[src/rtl/pipeline_8bit_subtractor.sv]
// ============================================================================
// Module   : pipeline_8bit_subtractor
// Brief    : Two-stage valid/ready pipelined subtractor (a - b - bin), split
//            into low/high halves with the half borrow registered between
//            stages. Optional signed-overflow output under SUB_OVERFLOW_EN.
// Revision : 1.0 - initial release
// ============================================================================
`default_nettype none

module pipeline_8bit_subtractor #(
  parameter int WIDTH = 8
) (
  input  logic             enable,
  input  logic             rst,
  input  logic             in_valid,
  output logic             in_ready,
  input  logic [WIDTH-1:0] a,
  input  logic [WIDTH-1:0] b,
  input  logic             bin,
  output logic             out_valid,
  input  logic             out_ready,
  output logic [WIDTH-1:0] diff,
  output logic             bout
`ifdef SUB_OVERFLOW_EN
  ,
  output logic             ovf
`endif
);

  localparam int c_LO = WIDTH / 2;
  localparam int c_HI = WIDTH - c_LO;

  logic            r_s1_valid;
  logic [c_LO-1:0] r_s1_lo;
  logic            r_s1_borrow;
  logic [c_HI-1:0] r_s1_a_hi;
  logic [c_HI-1:0] r_s1_b_hi;

  logic            w_s2_advance;
  logic            w_in_xfer;
  logic            w_s1_move;
  logic [c_LO:0]   w_lo_sub;
  logic [c_HI:0]   w_hi_sub;

  assign w_s2_advance = ~out_valid | out_ready;
  assign in_ready     = ~r_s1_valid | w_s2_advance;
  assign w_in_xfer    = in_valid & in_ready;
  assign w_s1_move    = r_s1_valid & w_s2_advance;

  // The MSB of each extended difference is the borrow out of that half.
  assign w_lo_sub = {1'b0, a[c_LO-1:0]} - {1'b0, b[c_LO-1:0]} - {{c_LO{1'b0}}, bin};
  assign w_hi_sub = {1'b0, r_s1_a_hi} - {1'b0, r_s1_b_hi} - {{c_HI{1'b0}}, r_s1_borrow};

  always_ff @(posedge enable or negedge rst) begin
    if (!rst) begin
      r_s1_valid  <= 1'b0;
      r_s1_lo     <= '0;
      r_s1_borrow <= 1'b0;
      r_s1_a_hi   <= '0;
      r_s1_b_hi   <= '0;
    end else if (w_in_xfer) begin
      r_s1_valid  <= 1'b1;
      r_s1_lo     <= w_lo_sub[c_LO-1:0];
      r_s1_borrow <= w_lo_sub[c_LO];
      r_s1_a_hi   <= a[WIDTH-1:c_LO];
      r_s1_b_hi   <= b[WIDTH-1:c_LO];
    end else if (w_s1_move) begin
      r_s1_valid  <= 1'b0;
    end
  end

  always_ff @(posedge enable or negedge rst) begin
    if (!rst) begin
      out_valid <= 1'b0;
      diff      <= '0;
      bout      <= 1'b0;
    end else if (w_s1_move) begin
      out_valid <= 1'b1;
      diff      <= {w_hi_sub[c_HI-1:0], r_s1_lo};
      bout      <= w_hi_sub[c_HI];
    end else if (out_ready) begin
      out_valid <= 1'b0;
    end
  end

`ifdef SUB_OVERFLOW_EN
  logic r_s1_a_msb;
  logic r_s1_b_msb;

  always_ff @(posedge enable or negedge rst) begin
    if (!rst) begin
      r_s1_a_msb <= 1'b0;
      r_s1_b_msb <= 1'b0;
    end else if (w_in_xfer) begin
      r_s1_a_msb <= a[WIDTH-1];
      r_s1_b_msb <= b[WIDTH-1];
    end
  end

  // Overflow when operand signs differ and the result sign differs from a.
  always_ff @(posedge enable or negedge rst) begin
    if (!rst) begin
      ovf <= 1'b0;
    end else if (w_s1_move) begin
      ovf <= (r_s1_a_msb != r_s1_b_msb) && (w_hi_sub[c_HI-1] != r_s1_a_msb);
    end
  end
`endif

endmodule

`default_nettype wire

[config.mk]
export PLATFORM = sky130hd
export DESIGN_NAME = pipeline_8bit_subtractor
export DESIGN_NICKNAME = d
export VERILOG_FILES = /design/src/rtl/pipeline_8bit_subtractor.sv
export SDC_FILE = /design/constraint.sdc
export NUM_CORES = 1
export LEC_CHECK = 0
export CAP_MARGIN = 20
export CORE_UTILIZATION = 40
export CTS_BUF_LIST = sky130_fd_sc_hd__clkbuf_16
export CTS_CLUSTER_DIAMETER = 50
export DETAILED_ROUTE_END_ITERATION = 8
export PLACE_DENSITY_LB_ADDON = 0.15
export SYNTH_ARGS = -nofsm -noshare
export SYNTH_HDL_FRONTEND = slang
export SYNTH_SLANG_ARGS = --single-unit
[constraint.sdc]
create_clock -name enable -period 5.6 [get_ports enable]
set_input_delay 0.56 -clock enable [delete_from_list [all_inputs] [get_ports enable]]
set_output_delay 0.56 -clock enable [all_outputs]
set_load 0.005 [all_outputs]
# Word-level counts from Yosys, hierarchy flattened
# Cells that the tools add are included.
totals:
  ff_bits: 24
  input_bits: 21
  out_inout_bits: 11
  elab_cells: 24
op_classes:
  n_addsub: 4
  n_mux: 4
  bitwise_logic: 6
  n_reduce_logical: 2
op_table:
  columns: ["op", "count"]
  rows:
  - ["subtractor 4 x 4 -> 5 bit", 2]
  - ["subtractor 5 x 1 -> 5 bit", 2]
  - ["2-to-1 mux 1 bit", 4]
  - ["nonzero test 2 bit", 2]
  - ["bitwise AND 1 bit", 2]
  - ["NOT 1 bit", 2]
  - ["bitwise OR 1 bit", 2]

# Logic depth before layout (Yosys ltp)
depth:
  ltp_word: 5
  ltp_mapped: 8

# Least setup slack after synthesis
# OpenSTA, ideal clock, no wires.
synth_timing:
  path_type: "input to register"
  from: "input port b[0]"
  to: "register r_s1_borrow"
  arrival_time_ns: 1.944
  required_time_ns: 5.474
  slack_ns: 3.530
  cell_stages: 7
  path_buffers: 0
  path_cell_list: "inv_1 > fa_1 > fa_1 > nand2b_1 > a21oi_1 > xnor2_1 > o21ai_0"
synth_between:
  elab_chain_len: 2
synth_lines:
  columns: ["element", "line_no", "text"]
  rows:
  - ["start: declaration", "18", "input logic [WIDTH-1:0] b,"]
  - ["subtractor 4 x 4 -> 5 bit", "51", "assign w_lo_sub = {1'b0, a[c_LO-1:0]} - {1'b0, b[c_LO-1:0]} - {{c_LO{1'b0}}, bin};"]
  - ["subtractor 5 x 1 -> 5 bit", "51", null]
  - ["end signal: assignment", "64", "r_s1_borrow <= w_lo_sub[c_LO];"]
  - ["end: declaration", "35", "logic r_s1_borrow;"]
# No other way between the ends.
# A chain may end at the register's enable or synchronous reset.

# Worst setup path after layout
# Ends and elaborated chain as after synthesis.

==> run_results.csv <==
group,metric,value,unit
logic_synthesis,synth_seq_area_share,44.99,%
route,ant_nets,0,
cells_and_area,final_cell_mix,"clkdlybuf4s50_1, dfrtp_1, inv_1",
critical_path,path_common_cell,"fa_1",
placed_design,dp_hpwl,1.591,mm
placed_design,post-place-ws,2984,ps
pwr,pwr-share-seq,39.9,%
critical_path,crit_path_max_incr_delay,450,ps
logic_synthesis,synth_area_per_cell,12.14,um2
timing,final.setup.worst_slack,3258,ps
critical_path,cp-start-kind,"primary input",
placed_design,io_buffers,31,
route,drtIter0Drc,13,
critical_path,crit_chain,"clkdlybuf4s50_1, inv_1, fa_1, fa_1, nand2b_1, a21oi_1, xnor2_1, o21ai_0",
min_path,min_path_type,"reg -> reg",
timing,drv_slew,0,
route,drc,0,
grt,grt_first_pass_wirelength,3.277,mm
clocking,ctsHtreeMaxLevel,1,
clocking,clk_pin_slew,60,ps
floorplanning,num_io_pins,32,
cells_and_area,fin_area,0.001768,mm2
critical_path,path_delay_family,"adder cells",
grt,antenna_found_initial,0,
route,num_vias,851,
critical_path,cp.buffers_inverters,2,
logic_synthesis,yosys_register_bits,24,
timing,skew,1.179,ps
critical_path,r2r-end,"bout$_DFFE_PN0P_",
grt,grt_max_degree,25,
critical_path,r2r_cells,7,
cells_and_area,num-fill-cells,292,
route,firstDrtPassIters,4,
grt,grt-ovfl-total,0,
logic_synthesis,yosysUniqueCellTypes,18,
critical_path,critPathRequiredTime,5730,ps
logic_synthesis,syn_inst,110,
timing,period_minus_slack,2342,ps
route,routed_wl,1.969,mm
pwr,p_leak,0.8158,nW
floorplanning,rows,20,
clocking,clock-sinks,24,
critical_path,cp_max_fo,2,
placed_design,placedCellCount,183,
cells_and_area,antennaDiodeCount,0,
clocking,clkLatencyLatePin,250,ps
floorplanning,die_y,59.77,um
pwr,combPwrFrac,35.3,%
min_path,hold_end,"r_s1_lo[3]$_DFFE_PN0P_",
timing,fin_tns_setup,0,ps
cells_and_area,syn2layout_area_growth,32.43,%
critical_path,worstSetupEndpointType,"flop",
route,post_drt_via_cell_ratio,4.527,
clocking,cts.path.max_buffers,2,
floorplanning,die_width,59.77,um
cells_and_area,layout-drive-gt1-share,14.58,%
floorplanning,die_area,0.003572,mm2
cells_and_area,final_cells,188,
clocking,cts_tree,"built",
clocking,postCtsHoldBufs,0,
floorplanning,coreArea,0.003103,mm2
timing,setup_viol,0,
critical_path,regToRegSetupSlack,3600,ps
logic_synthesis,syn-num-nets,147,
critical_path,reg2reg_from,"r_s1_borrow$_DFFE_PN0P_",
pwr,power_frac_clock,24.7,%
min_path,min-delay-start,"r_s1_lo[3]$_DFFE_PN0P_",
logic_synthesis,ys_warn_count,0,
logic_synthesis,synth_area,0.001335,mm2
cells_and_area,nNetsFinal,182,
timing,slew_headroom,68.48,%
status,status,"completed",
critical_path,crit_arrival,2470,ps
critical_path,crit_path_top_delay_cell,"clkdlybuf4s50_1",
pwr,power_density,347.7,mW/mm2
route,wl_per_cell,10.47,um
timing,fmax,427.0,MHz
pwr,switching_share,26.09,%
critical_path,crit_cells,8,
pwr,switchingPower,160.4,uW
clocking,post_cts_buffers,0,
timing,finalCritPeriodShare,41.82,%
cells_and_area,final_common_cell,"clkdlybuf4s50_1",
floorplanning,start_util,43.02,%
timing,worstMarginPinSlew,471.4,ps
critical_path,path_class,"in -> reg",
pwr,p_int,454.4,uW
pwr,max-vdd-ir-drop,182.5,uV
clocking,cts-resized-gates,0,
clocking,cts_root_buffer,"clkbuf_16",
placed_design,place_congestion,0.7378,
flow_run,timing.max_cap.violations,0,
grt,grt_pass1_vias,806,
clocking,cts_inserted_buffers,3,
timing,rsz0062_at_grt,"false",
timing,hold_viol_final,0,
grt,groute.usage.overall,12.46,%
placed_design,place_area,0.001674,mm2
min_path,hold_path_depth,2,
-- cells in the mapped netlist --
cell	n	area, um2
fa_1	4	80.08
nand2b_1	4	25.02
nand3b_1	2	15.01
inv_1	16	60.06
buf_6	1	11.26
o21ai_0	10	50.05
or2b_1	1	7.510
buf_8	1	15.01
a21oi_1	2	10.01
nand2_1	8	30.03
ha_1	12	150.1
xnor2_1	8	70.07
mux2_2	10	112.6
nand2_4	1	11.26
nand2_2	1	6.260
mux2_4	4	60.06
nand3b_4	1	20.02
dfrtp_1	24	600.6
-- flip-flops by register name (all words and copies together) (netlist names) --
register	flops
r_s1_valid	1
r_s1_borrow	1
bout	1
r_s1_b_hi	4
diff	8
out_valid	1
r_s1_a_hi	4
r_s1_lo	4
-- layer usage --
layer | part of all wire [%] | GRT usage (%) | up-vias
met5 | 0 | 0 | -
met2 | 51 | 22.70 | 24
met4 | 1.3 | 4.983 | 0
met3 | 4.3 | 2.597 | 4
met1 | 44 | 14.03 | 403
li1 | - | - | 420
-- worst max-delay path by stage --
stage,slack (ps),endpoint,from
3_3_place_gp,3010,r_s1_borrow$_DFFE_PN0P_,b[0]
3_5_place_dp,2980,r_s1_borrow$_DFFE_PN0P_,b[0]
4_1_cts,3240,r_s1_borrow$_DFFE_PN0P_,b[0]
2_1_floorplan,3530,r_s1_borrow$_DFFE_PN0P_,b[0]
5_1_grt,3150,r_s1_borrow$_DFFE_PN0P_,b[0]
6_report,3260,r_s1_borrow$_DFFE_PN0P_,b[0]
-- metrics by stage --
step / total power [mW] / hold WS [ps] / util (%)
after CTS: 0.6243 / 481.1 / 56.49
after floorplan: 0.3719 / 264.4 / -
after global placement: 0.4626 / 456.9 / 53.95
after detailed placement: 0.4701 / 467.0 / 53.95
final: 0.6147 / 475.9 / 56.98
after global routing: 0.6596 / 500.0 / 56.98
-- power by group through the flow --
| stage | Clock (mW) | Combinational (mW) | Sequential (mW) |
|---|---|---|---|
| 6_report | 0.152 | 0.217 | 0.246 |
| 2_1_floorplan | 0 | 0.123 | 0.248 |
| 5_1_grt | 0.165 | 0.243 | 0.252 |
| 3_3_place_gp | 0 | 0.215 | 0.248 |
| 4_1_cts | 0.157 | 0.220 | 0.247 |
| 3_5_place_dp | 0 | 0.220 | 0.250 |
-- tightest hold or removal path, stage by stage, from the launching register on --
cell	delay, ps
dfrtp_1	340
nand2_1	50
o21ai_0	60
-- cells by family (layout without fill, tap and decap cells) --
logic type | Yosys count | after routing | share of synthesized area (%)
buf+inv | 18 | 52 | 6.467
flops | 24 | 24 | 44.99
xor+xnor | 8 | 8 | 5.249
compound gates | 12 | 12 | 4.499
fa+ha+maj | 16 | 16 | 17.24
mux | 14 | 14 | 12.93
simple gates | 18 | 18 | 8.622
-- cell type report --
cell class	count	area [um2]	share of cell area, %
Clock inverter	1	3.754	0.2123
Timing Repair Buffer	32	325.3	18.40
Clock buffer	3	75.07	4.246
Sequential cell	24	600.6	33.97
Inverter	16	60.06	3.397
Tap cell	44	55.05	3.114
Multi-Input combinational cell	68	648.1	36.66
No activity file was read; power rests on OpenSTA's default activity.
